File: src/rtl/fetch_stage_pkg.sv
// Shared constants for the instruction fetch stage: opcodes, bubble word, FSM states.
package fetch_stage_pkg;

  localparam int unsigned ADDR_W = 16;
  localparam int unsigned INSTR_W = 16;

  localparam logic [4:0] OP_HALT = 5'b00000;
  localparam logic [4:0] OP_NOP  = 5'b00001;

  // A bubble carries the NOP opcode so decode treats it as harmless.
  localparam logic [INSTR_W-1:0] NOP_WORD = 16'h0800;

  typedef enum logic {
    ST_RUN    = 1'b0,
    ST_HALTED = 1'b1
  } fetch_state_t;

  function automatic logic [4:0] opcode_of(input logic [INSTR_W-1:0] instr);
    return instr[15:11];
  endfunction

endpackage

File: src/rtl/fetch_stage_pc_inc.sv
// Combinational PC+2 incrementer; wraps modulo 2^16 without any carry-out.
module pc_inc
  import fetch_stage_pkg::*;
(
  input  logic [ADDR_W-1:0] pc,
  output logic [ADDR_W-1:0] pc_plus2
);

  assign pc_plus2 = pc + 16'd2;

endmodule

File: src/rtl/fetch_stage.sv
// Instruction fetch stage: PC register, IF/ID pipeline register and RUN/HALTED FSM.
module fetch_stage
  import fetch_stage_pkg::*;
#(
  parameter logic [15:0] RESET_PC = 16'h0000
) (
  input  logic        clk,
  input  logic        rst,
  output logic [15:0] imem_addr,
  output logic        imem_rd_en,
  input  logic [15:0] imem_data,
  input  logic        imem_valid,
  input  logic        stall_id,
  input  logic        redirect,
  input  logic [15:0] redirect_pc,
  output logic [15:0] if_id_instr,
  output logic [15:0] if_id_pc2,
  output logic        if_id_valid,
  output logic        halted
);

  fetch_state_t state;
  logic [15:0]  pc;
  logic [15:0]  pc_plus2;

  pc_inc u_pc_inc (
    .pc       (pc),
    .pc_plus2 (pc_plus2)
  );

  assign imem_addr  = pc;
  assign imem_rd_en = (state == ST_RUN) && !rst;

  // PC, IF/ID and FSM update; priority rst > redirect > stall > wait/halted > fetch.
  always_ff @(posedge clk) begin
    if (rst) begin
      pc          <= RESET_PC;
      state       <= ST_RUN;
      halted      <= 1'b0;
      if_id_instr <= NOP_WORD;
      if_id_pc2   <= 16'h0000;
      if_id_valid <= 1'b0;
    end else if (redirect) begin
      // A resolved branch squashes whatever is being fetched, including a HALT.
      pc          <= redirect_pc;
      state       <= ST_RUN;
      halted      <= 1'b0;
      if_id_instr <= NOP_WORD;
      if_id_valid <= 1'b0;
    end else if (stall_id) begin
      // Decode hazard: everything holds.
    end else if (state == ST_HALTED || !imem_valid) begin
      // Nothing fetched this cycle: hand decode a bubble, keep PC.
      if_id_instr <= NOP_WORD;
      if_id_valid <= 1'b0;
    end else begin
      if_id_instr <= imem_data;
      if_id_pc2   <= pc_plus2;
      if_id_valid <= 1'b1;
      if (opcode_of(imem_data) == OP_HALT) begin
        // PC parks on the HALT so a later reset/redirect view is consistent.
        state  <= ST_HALTED;
        halted <= 1'b1;
      end else begin
        pc <= pc_plus2;
      end
    end
  end

endmodule

File: config.mk
export PLATFORM = sky130hd
export DESIGN_NAME = fetch_stage
export DESIGN_NICKNAME = d
export VERILOG_FILES = /design/src/rtl/fetch_stage_pkg.sv /design/src/rtl/fetch_stage_pc_inc.sv /design/src/rtl/fetch_stage.sv
export SDC_FILE = /design/constraint.sdc
export NUM_CORES = 1
export LEC_CHECK = 0
export ABC_AREA = 1
export ABC_CLOCK_PERIOD_IN_PS = 3240
export BUFFER_PORTS_ARGS = -buffer_cell sky130_fd_sc_hd__buf_2
export CORE_UTILIZATION = 40
export DETAILED_ROUTE_END_ITERATION = 16
export PLACE_DENSITY = 0.67
export SLEW_MARGIN = 30
export SYNTH_ARGS = -nofsm -noshare
export SYNTH_HDL_FRONTEND = slang
export SYNTH_SLANG_ARGS = --single-unit
export TNS_END_PERCENT = 10
File: constraint.sdc
create_clock -name clk -period 3.24 [get_ports clk]
set_input_delay 0.648 -clock clk [delete_from_list [all_inputs] [get_ports clk]]
set_output_delay 0.648 -clock clk [all_outputs]
set_load 0.02 [all_outputs]
==> metrics.csv, run 1 <==
stage,metric,value,unit
clock_network,CTS Sinks,50,
cells_and_area,layout cell share with drive strength beyond 1,26.6,%
global_route,most used routing layer in global routing,met2,
timing,Finish-stage setup viols,0,
cells_and_area,multi-input logic area,1160,sq um
critical_path,Worst EP arrival,1.19,ns
global_route,largest net degree at the start of global routing,25,
clock_network,"Setup Fix Bufs, Post-CTS",0,
timing,count of final hold-check violations,0,
timing,Least-Margin Pin Slew,0.527,ns
power_and_ir_drop,Peak VDD IR,0.170,mV
global_route,first-pass GRT wire length,10.2,mm
placement,RePlAce Congestion,0.820,
clock_network,Num CTS Buffers,5,
worst_hold_path,min-delay worst type,reg2reg,
cells_and_area,number of antenna diodes,0,
timing,Max-slew headroom,64.8,%
placement,Buffers on Ports,87,
critical_path,"Cell Chain, Critical Path",buf_2 -> nor2_1 -> buf_2,
timing,fin crit period,1.84,ns
route,initial detailed-routing violation count,144,
worst_hold_path,Worst Hold Launch,if_id_instr[8],
floorplanning,FP Rows,27,
synthesis,Yosys cell types,34,
floorplanning,Die Height,79.8,um
critical_path,FF-to-FF setup slack,1.65,ns
global_route,GR Util met1,27.7,%
cells_and_area,# fillers,571,
synthesis,ranking of synthesized cells by area,"dfxtp_1 (41%), nand2_1 (17%), a21oi_1 (5.6%)",
floorplanning,initial core utilization,42.7,%
timing,final worst slack,1.40,ns
synthesis,post-synth top area cell,dfxtp_1,
clock_network,Clock Latency Late Sink,0.31,ns
critical_path,Worst path slowest cell,buf_2,
global_route,initial antenna violation count,0,
run_status,status,"complete, no violations",
cells_and_area,area grow syn2layout,21.9,%
global_route,met2 usage in global routing,33.8,%
cells_and_area,"most common cell after layout, fill and taps aside",nand2_1,
synthesis,"Net Count, Synth",385,
critical_path,CP Max Fanout,16,
global_route,Total GRT Usage,20.9,%
synthesis,register area share after synthesis,41.3,%
synthesis,cell count after synthesis,347,
clock_network,root buf cell,clkbuf_8,
clock_network,CTS tree,built,
placement,Post-DP Area,2860,sq um
cells_and_area,non-filler instance count after layout,500,
critical_path,kind of critical path,in2out,
floorplanning,I/O pins,88,
route,drt first pass iters,4,
cells_and_area,NumNets Final,465,
clock_network,post-cts hold buffer count,0,
clock_network,cts repair resizes,0,
critical_path,nature of the critical path endpoint,primary output,
critical_path,largest stage delay on the critical path,0.31,ns
critical_path,most used cell along the critical path,buf_2,
timing,hold_ws,0.462,ns
route,DR WL/cell,12.8,um
job,maximum capacitance violations,0,
timing,period utilisation layout,56.8,%
critical_path,r2r startpoint,state,
cells_and_area,Util after Layout,52.0,%
global_route,number of global-route vias before repair,2162,
critical_path,reg2reg end,if_id_pc2[9],
floorplanning,die width,79.8,um
placement,Placed Cells,492,
synthesis,synthesis-stage register bit count,50,
critical_path,CP Data Required Time,2.59,ns
route,vias post-DR,2410,
route,Vias/cell,4.82,
critical_path,reg2reg path depth,6,
cells_and_area,post-route cell area,2950,sq um
power_and_ir_drop,Leak,1.47,nW
placement,Setup WS pre-CTS,1.16,ns
clock_network,H-tree depth,2,
synthesis,Post-Syn Area,2420,sq um
floorplanning,core area,5680,sq um
timing,unrepaired setup endpoints after global routing,false,
worst_hold_path,worst hold stages,2,
timing,Slew Limit Fails,0,
cells_and_area,sequential cell area,1000,sq um
global_route,grt ovf,0,
power_and_ir_drop,PD cells,422,nW/um^2
worst_hold_path,Hold Path End,if_id_instr[8],
power_and_ir_drop,Overall Power,1.25,mW
cells_and_area,most frequent cells in the layout,"nand2_1 (107), buf_2 (87), dfxtp_1 (50)",
route,routed wire length,6.40,mm
critical_path,element type at the critical path start,input port,
synthesis,Ys Warns,0,
timing,Highest Clock Rate,543,MHz
floorplanning,die area,6370,sq um
clock_network,CTS Buffer Depth,2,
timing,Clock Skew,0.00615,ns
synthesis,Yosys top cell area share,41.3,%
clock_network,"CTS clk-pin slew, worst paths",0.09,ns
route,Residual DRC,0,
timing,setup TNS,0,ns
placement,HPWL after detailed placement,4.57,mm
route,Antenna Nets Post-Route,0,
synthesis,Mapped Avg Cell Area,6.98,sq um
global_route,M3 GR Usage,3.54,%
==> Yosys cell counts <==
cell type / number
buf_2: 6
nor3_2: 1
a31oi_1: 1
o21ai_0: 13
o211ai_1: 3
xnor2_1: 1
buf_8: 1
nand4_1: 6
a21o_1: 1
o21a_1: 3
nand3b_1: 1
nand3_1: 23
nor2_2: 3
buf_6: 1
clkinv_1: 2
xor2_1: 2
nand2_1: 107
o21bai_1: 3
nor2_8: 1
nand3_2: 1
dfxtp_1: 50
nand2_8: 2
o21ai_1: 5
inv_4: 3
inv_1: 32
clkbuf_1: 3
nor2_1: 32
a21oi_1: 27
buf_4: 3
o22ai_1: 1
nor2_4: 1
ha_1: 1
inv_2: 6
nand3_4: 1
==> kinds of logic after synthesis <==
group | Yosys count | synth area share, %
xor+xnor | 3 | 1.09
buf+inv | 57 | 10.7
simple gates | 179 | 33.4
flops | 50 | 41.3
compound gates | 57 | 12.9
fa+ha+maj | 1 | 0.517
==> cell type report <==
cell class	count	area share [%]
Sequential cell	50	33.9
Tap cell	72	3.05
Timing Repair Buffer	87	14.8
Clock inverter	2	0.424
Clock buffer	6	2.80
Multi-Input combinational cell	240	39.3
Inverter	43	5.72
==> how the worst max path moves through the flow <==
| stage | from | end | slack, ns |
|---|---|---|---|
| 3_3_place_gp | stall_id | if_id_pc2[9] | 1.19 |
| 2_1_floorplan | rst | imem_rd_en | 1.32 |
| 3_5_place_dp | stall_id | if_id_pc2[9] | 1.16 |
| 4_1_cts | rst | imem_rd_en | 1.40 |
| 6_report | rst | imem_rd_en | 1.40 |
| 5_1_grt | stall_id | if_id_pc2[9] | 1.35 |
==> per-layer routing <==
| metal | wire length, um | up-vias |
|---|---|---|
| li1 | - | 1257 |
| met1 | 3010 | 1080 |
| met2 | 2970 | 66 |
| met3 | 315 | 7 |
| met4 | 97 | 0 |
| met5 | 0 | - |
==> flip-flops by register name, summed over array words and instances, names as in the netlist <==
register	cells
if_id_valid	1
imem_addr	16
state	1
if_id_instr	16
if_id_pc2	16
==> report_power, final <==
part | switching, mW | internal [mW] | leakage [nW]
sequential | 0.0248 | 0.640 | 0.409
clock | 0.212 | 0.172 | 0.0472
combinational | 0.128 | 0.0691 | 1.01
==> worst max-delay path, delay by kind of cell <==
kind	cells	cell delay (ns)
and+or+nand+nor	1	0.06
buffers and inverters	2	0.48
Power figures use the tool's default switching activity.
==> inputs of run 2 (changes only) <==
--- a/config.mk
+++ b/config.mk
@@ -6,7 +6,7 @@
 export NUM_CORES = 1
 export LEC_CHECK = 0
 export ABC_AREA = 1
-export ABC_CLOCK_PERIOD_IN_PS = 3240
+export ABC_CLOCK_PERIOD_IN_PS = 1900
 export BUFFER_PORTS_ARGS = -buffer_cell sky130_fd_sc_hd__buf_2
 export CORE_UTILIZATION = 40
 export DETAILED_ROUTE_END_ITERATION = 16
==> constraint.sdc (replaced) <==
create_clock -name clk -period 1.9 [get_ports clk]
set_input_delay 0.38 -clock clk [delete_from_list [all_inputs] [get_ports clk]]
set_output_delay 0.38 -clock clk [all_outputs]
set_load 0.02 [all_outputs]
==> metrics.csv, run 2 (synthesized netlist as in run 1, its figures left out) <==
stage,metric,value,unit
cells_and_area,# fillers,560,
timing,fin crit period,1.50,ns
run_status,status,"complete, no violations",
clock_network,Clock Latency Late Sink,0.32,ns
placement,Buffers on Ports,87,
clock_network,CTS Buffer Depth,2,
power_and_ir_drop,Peak VDD IR,0.278,mV
cells_and_area,layout cell share with drive strength beyond 1,27.5,%
route,DR WL/cell,12.3,um
timing,count of final hold-check violations,0,
power_and_ir_drop,Leak,1.51,nW
critical_path,CP Data Required Time,2.10,ns
global_route,M3 GR Usage,4.69,%
timing,unrepaired setup endpoints after global routing,false,
floorplanning,I/O pins,88,
clock_network,"Setup Fix Bufs, Post-CTS",0,
cells_and_area,area grow syn2layout,25.1,%
clock_network,CTS tree,built,
global_route,number of global-route vias before repair,2212,
clock_network,"CTS clk-pin slew, worst paths",0.10,ns
global_route,grt ovf,0,
route,Residual DRC,0,
cells_and_area,most frequent cells in the layout,"nand2_1 (107), buf_2 (87), dfxtp_1 (50)",
cells_and_area,sequential cell area,1000,sq um
global_route,most used routing layer in global routing,met2,
global_route,largest net degree at the start of global routing,20,
clock_network,post-cts hold buffer count,0,
critical_path,nature of the critical path endpoint,flop,
placement,HPWL after detailed placement,4.66,mm
floorplanning,die area,6370,sq um
global_route,first-pass GRT wire length,10.3,mm
critical_path,element type at the critical path start,flop,
route,routed wire length,6.19,mm
timing,period utilisation layout,79.1,%
route,initial detailed-routing violation count,182,
timing,Finish-stage setup viols,0,
timing,Clock Skew,0.0105,ns
floorplanning,die width,79.8,um
timing,hold_ws,0.299,ns
global_route,Total GRT Usage,21.0,%
placement,RePlAce Congestion,0.828,
critical_path,CP Max Fanout,6,
cells_and_area,NumNets Final,470,
clock_network,cts repair resizes,0,
power_and_ir_drop,Overall Power,2.29,mW
cells_and_area,"most common cell after layout, fill and taps aside",nand2_1,
critical_path,Worst EP arrival,1.71,ns
timing,Max-slew headroom,76.4,%
global_route,initial antenna violation count,0,
job,maximum capacitance violations,0,
timing,Highest Clock Rate,665,MHz
clock_network,H-tree depth,2,
route,Antenna Nets Post-Route,0,
cells_and_area,multi-input logic area,1160,sq um
clock_network,CTS Sinks,50,
clock_network,root buf cell,clkbuf_8,
timing,Slew Limit Fails,0,
floorplanning,FP Rows,27,
route,Vias/cell,4.78,
cells_and_area,Util after Layout,53.4,%
clock_network,Num CTS Buffers,5,
timing,Least-Margin Pin Slew,0.353,ns
floorplanning,initial core utilization,42.7,%
timing,setup TNS,0,ns
global_route,GR Util met1,27.4,%
route,drt first pass iters,4,
cells_and_area,number of antenna diodes,0,
power_and_ir_drop,PD cells,757,nW/um^2
global_route,met2 usage in global routing,34.7,%
floorplanning,core area,5680,sq um
route,vias post-DR,2413,
critical_path,kind of critical path,reg2reg,
floorplanning,Die Height,79.8,um
worst_hold_path,min-delay worst type,in2reg,
## run 2: cell count changes in the layout (fill, tap and decap cells not counted)
cell / change
clkinvlp_4: -1
buf_4: +4
buf_12: +1
bufinv_16: +1
clkinv_2: -1
inv_6: +1
## run 2: stage by stage
| stage | worst slack, ns | cells | area [sq um] |
|---|---|---|---|
| floorplan | 0.444 | 347 | 2420 |
| global placement | 0.392 | 497 | 2910 |
| detailed placement | 0.361 | 497 | 2910 |
| CTS | 0.395 | 505 | 3030 |
| global route | 0.211 | 505 | 3030 |
| finish | 0.397 | 505 | 3030 |
## run 2: worst max-delay path, cell delays in order, from the launching register on
cell and delay, ns:
dfxtp_1 0.43, ha_1 0.23, nand2_1 0.08, nor2_2 0.23, nand2_1 0.09, nand2_1 0.06, nand2_1 0.06, o21ai_0 0.15
inv_1 0.06
## run 2: cell type report
| type | count | area share, % |
|---|---|---|
| repair buffers | 92 | 16.0 |
| flip-flops and latches | 50 | 33.1 |
| inverters | 43 | 5.58 |
| multi-input cells | 240 | 38.3 |
| clock buffers | 6 | 2.73 |
| well taps | 72 | 2.98 |
| clock inverters | 2 | 1.28 |
## run 2: layer usage
| metal | routed length, um | part of all wire (%) |
|---|---|---|
| met1 | 2840 | 46 |
| met2 | 2930 | 47 |
| met3 | 350 | 5.7 |
| met4 | 74 | 1.2 |
| met5 | 0 | 0 |
## run 2: worst paths after layout
path	start	endpoint	slack, ns	depth (start not counted)
setup reg to reg	imem_addr[1]	if_id_pc2[9]	0.40	8
setup / recovery	imem_addr[1]	if_id_pc2[9]	0.40	8
hold reg to reg	if_id_instr[10]	if_id_instr[10]	0.47	2
hold / removal	imem_data[8]	if_id_instr[8]	0.30	3
## run 2: report_power, final
part           internal [mW]  switching (mW)  leakage, nW
logic                  0.127           0.221         1.04
clock network          0.434           0.379       0.0618
registers               1.09          0.0400        0.409
total                   1.65           0.640         1.51
==> inputs of run 3 (changes only) <==
--- a/config.mk
+++ b/config.mk
@@ -6,7 +6,7 @@
 export NUM_CORES = 1
 export LEC_CHECK = 0
 export ABC_AREA = 1
-export ABC_CLOCK_PERIOD_IN_PS = 1900
+export ABC_CLOCK_PERIOD_IN_PS = 1400
 export BUFFER_PORTS_ARGS = -buffer_cell sky130_fd_sc_hd__buf_2
 export CORE_UTILIZATION = 40
 export DETAILED_ROUTE_END_ITERATION = 16
==> constraint.sdc (replaced) <==
create_clock -name clk -period 1.4 [get_ports clk]
set_input_delay 0.28 -clock clk [delete_from_list [all_inputs] [get_ports clk]]
set_output_delay 0.28 -clock clk [all_outputs]
set_load 0.02 [all_outputs]
==> metrics.csv, run 3 (synthesized netlist as in run 1, its figures left out) <==
stage,metric,value,unit
power_and_ir_drop,PD cells,973,nW/um^2
global_route,initial antenna violation count,0,
cells_and_area,# fillers,588,
floorplanning,core area,5680,sq um
clock_network,post-cts hold buffer count,0,
timing,count of final hold-check violations,0,
timing,Least-Margin Pin Slew,0.308,ns
critical_path,Worst path slowest cell,dfxtp_4,
floorplanning,initial core utilization,42.7,%
critical_path,FF-to-FF setup slack,0.06,ns
critical_path,nature of the critical path endpoint,flop,
floorplanning,Die Height,79.8,um
route,drt first pass iters,4,
timing,Slew Limit Fails,0,
timing,setup TNS,0,ns
placement,Post-DP Area,2990,sq um
timing,Max-slew headroom,79.4,%
cells_and_area,area grow syn2layout,30.8,%
run_status,status,"complete, no violations",
worst_hold_path,Worst Hold Launch,imem_data[9],
critical_path,CP Max Fanout,4,
cells_and_area,most frequent cells in the layout,"nand2_1 (107), buf_2 (87), dfxtp_1 (45)",
critical_path,most used cell along the critical path,nor2_1,
timing,unrepaired setup endpoints after global routing,true,
placement,HPWL after detailed placement,4.89,mm
timing,fin crit period,1.34,ns
critical_path,reg2reg path depth,8,
worst_hold_path,min-delay worst type,in2reg,
clock_network,Clock Latency Late Sink,0.31,ns
route,routed wire length,6.83,mm
cells_and_area,NumNets Final,482,
floorplanning,die area,6370,sq um
route,Vias/cell,4.94,
critical_path,largest stage delay on the critical path,0.40,ns
floorplanning,I/O pins,88,
clock_network,CTS Buffer Depth,2,
worst_hold_path,worst hold stages,3,
cells_and_area,layout cell share with drive strength beyond 1,31.7,%
placement,Buffers on Ports,87,
clock_network,H-tree depth,2,
route,Residual DRC,0,
critical_path,element type at the critical path start,flop,
job,maximum capacitance violations,0,
cells_and_area,number of antenna diodes,0,
worst_hold_path,Hold Path End,if_id_instr[9],
clock_network,Num CTS Buffers,5,
critical_path,CP Data Required Time,1.60,ns
floorplanning,FP Rows,27,
global_route,first-pass GRT wire length,11.0,mm
clock_network,CTS Sinks,50,
critical_path,reg2reg end,imem_addr[7],
route,initial detailed-routing violation count,115,
timing,period utilisation layout,95.8,%
clock_network,root buf cell,clkbuf_8,
clock_network,CTS tree,built,
critical_path,r2r startpoint,imem_addr[2],
power_and_ir_drop,Leak,1.56,nW
cells_and_area,non-filler instance count after layout,517,
placement,Placed Cells,508,
cells_and_area,Util after Layout,55.8,%
global_route,number of global-route vias before repair,2447,
route,vias post-DR,2552,
cells_and_area,post-route cell area,3170,sq um
cells_and_area,"most common cell after layout, fill and taps aside",nand2_1,
power_and_ir_drop,Overall Power,3.08,mW
timing,Highest Clock Rate,745,MHz
clock_network,"CTS clk-pin slew, worst paths",0.10,ns
route,Antenna Nets Post-Route,0,
critical_path,Worst EP arrival,1.54,ns
placement,RePlAce Congestion,0.864,
timing,Finish-stage setup viols,0,
route,DR WL/cell,13.2,um
critical_path,kind of critical path,reg2reg,
global_route,Total GRT Usage,22.1,%
floorplanning,die width,79.8,um
global_route,largest net degree at the start of global routing,20,
global_route,grt ovf,0,
power_and_ir_drop,Peak VDD IR,0.538,mV
timing,Clock Skew,0.00866,ns
critical_path,"Cell Chain, Critical Path",ha_4 -> nand3_1 -> nor2_2 -> nand2_1 -> nand2_1 -> nor2_1 -> nor2_1 -> nor2_1,
-- run 3: power breakdown --
part	internal, mW	total, mW	switching [mW]	leakage [nW]
logic	0.199	0.522	0.323	1.10
registers	1.48	1.53	0.0502	0.411
clock network	0.534	1.03	0.494	0.0514
-- run 3: per-stage QoR --
stage                     hold slack [ns]  worst slack, ns
after CTS                           0.200          0.00889
after global routing                0.211          -0.0439
after floorplan                     0.410           0.0567
final                               0.208           0.0584
after detailed placement            0.447         -0.00186
after global placement              0.443           0.0482
-- run 3: how the worst max path moves through the flow --
stage	from	endpoint
2_1_floorplan	imem_addr[1]	imem_addr[7]
3_3_place_gp	imem_addr[2]	imem_addr[7]
3_5_place_dp	imem_addr[1]	if_id_pc2[13]
4_1_cts	imem_addr[1]	imem_addr[7]
5_1_grt	imem_addr[2]	if_id_pc2[13]
6_report	imem_addr[2]	imem_addr[7]
-- run 3: per-layer routing --
metal	global-route usage, %	vias up	wire [um]
met5	0	-	0
met4	6.79	0	114
met3	3.66	10	330
met2	39.7	79	3420
met1	26.7	1172	2970
li1	-	1291	-
-- run 3: layout make-up --
class	instances	area [sq um]	area share, %
timing repair buffer	104	576	18.2
clock inverter	2	37.5	1.19
multi-input combinational	240	1210	38.2
inverter	43	169	5.33
clock buffer	6	72.6	2.29
tap	72	90.1	2.84
sequential	50	1010	32.0
-- run 3: worst max-delay path: cells and delay by family (launching register included) --
| family | cells | cell delay [ns] |
|---|---|---|
| AND/OR/NAND/NOR | 7 | 0.70 |
| flip-flops | 1 | 0.40 |
| adder cells (fa/ha/maj) | 1 | 0.15 |
-- run 3: what timing repair did --
action                                  CTS  global route
endpoints found under the setup margin    8            22
pin swaps                                 0             3
setup buffers                             0             1
resized for setup                         3            13
endpoints found under the hold margin     0             0
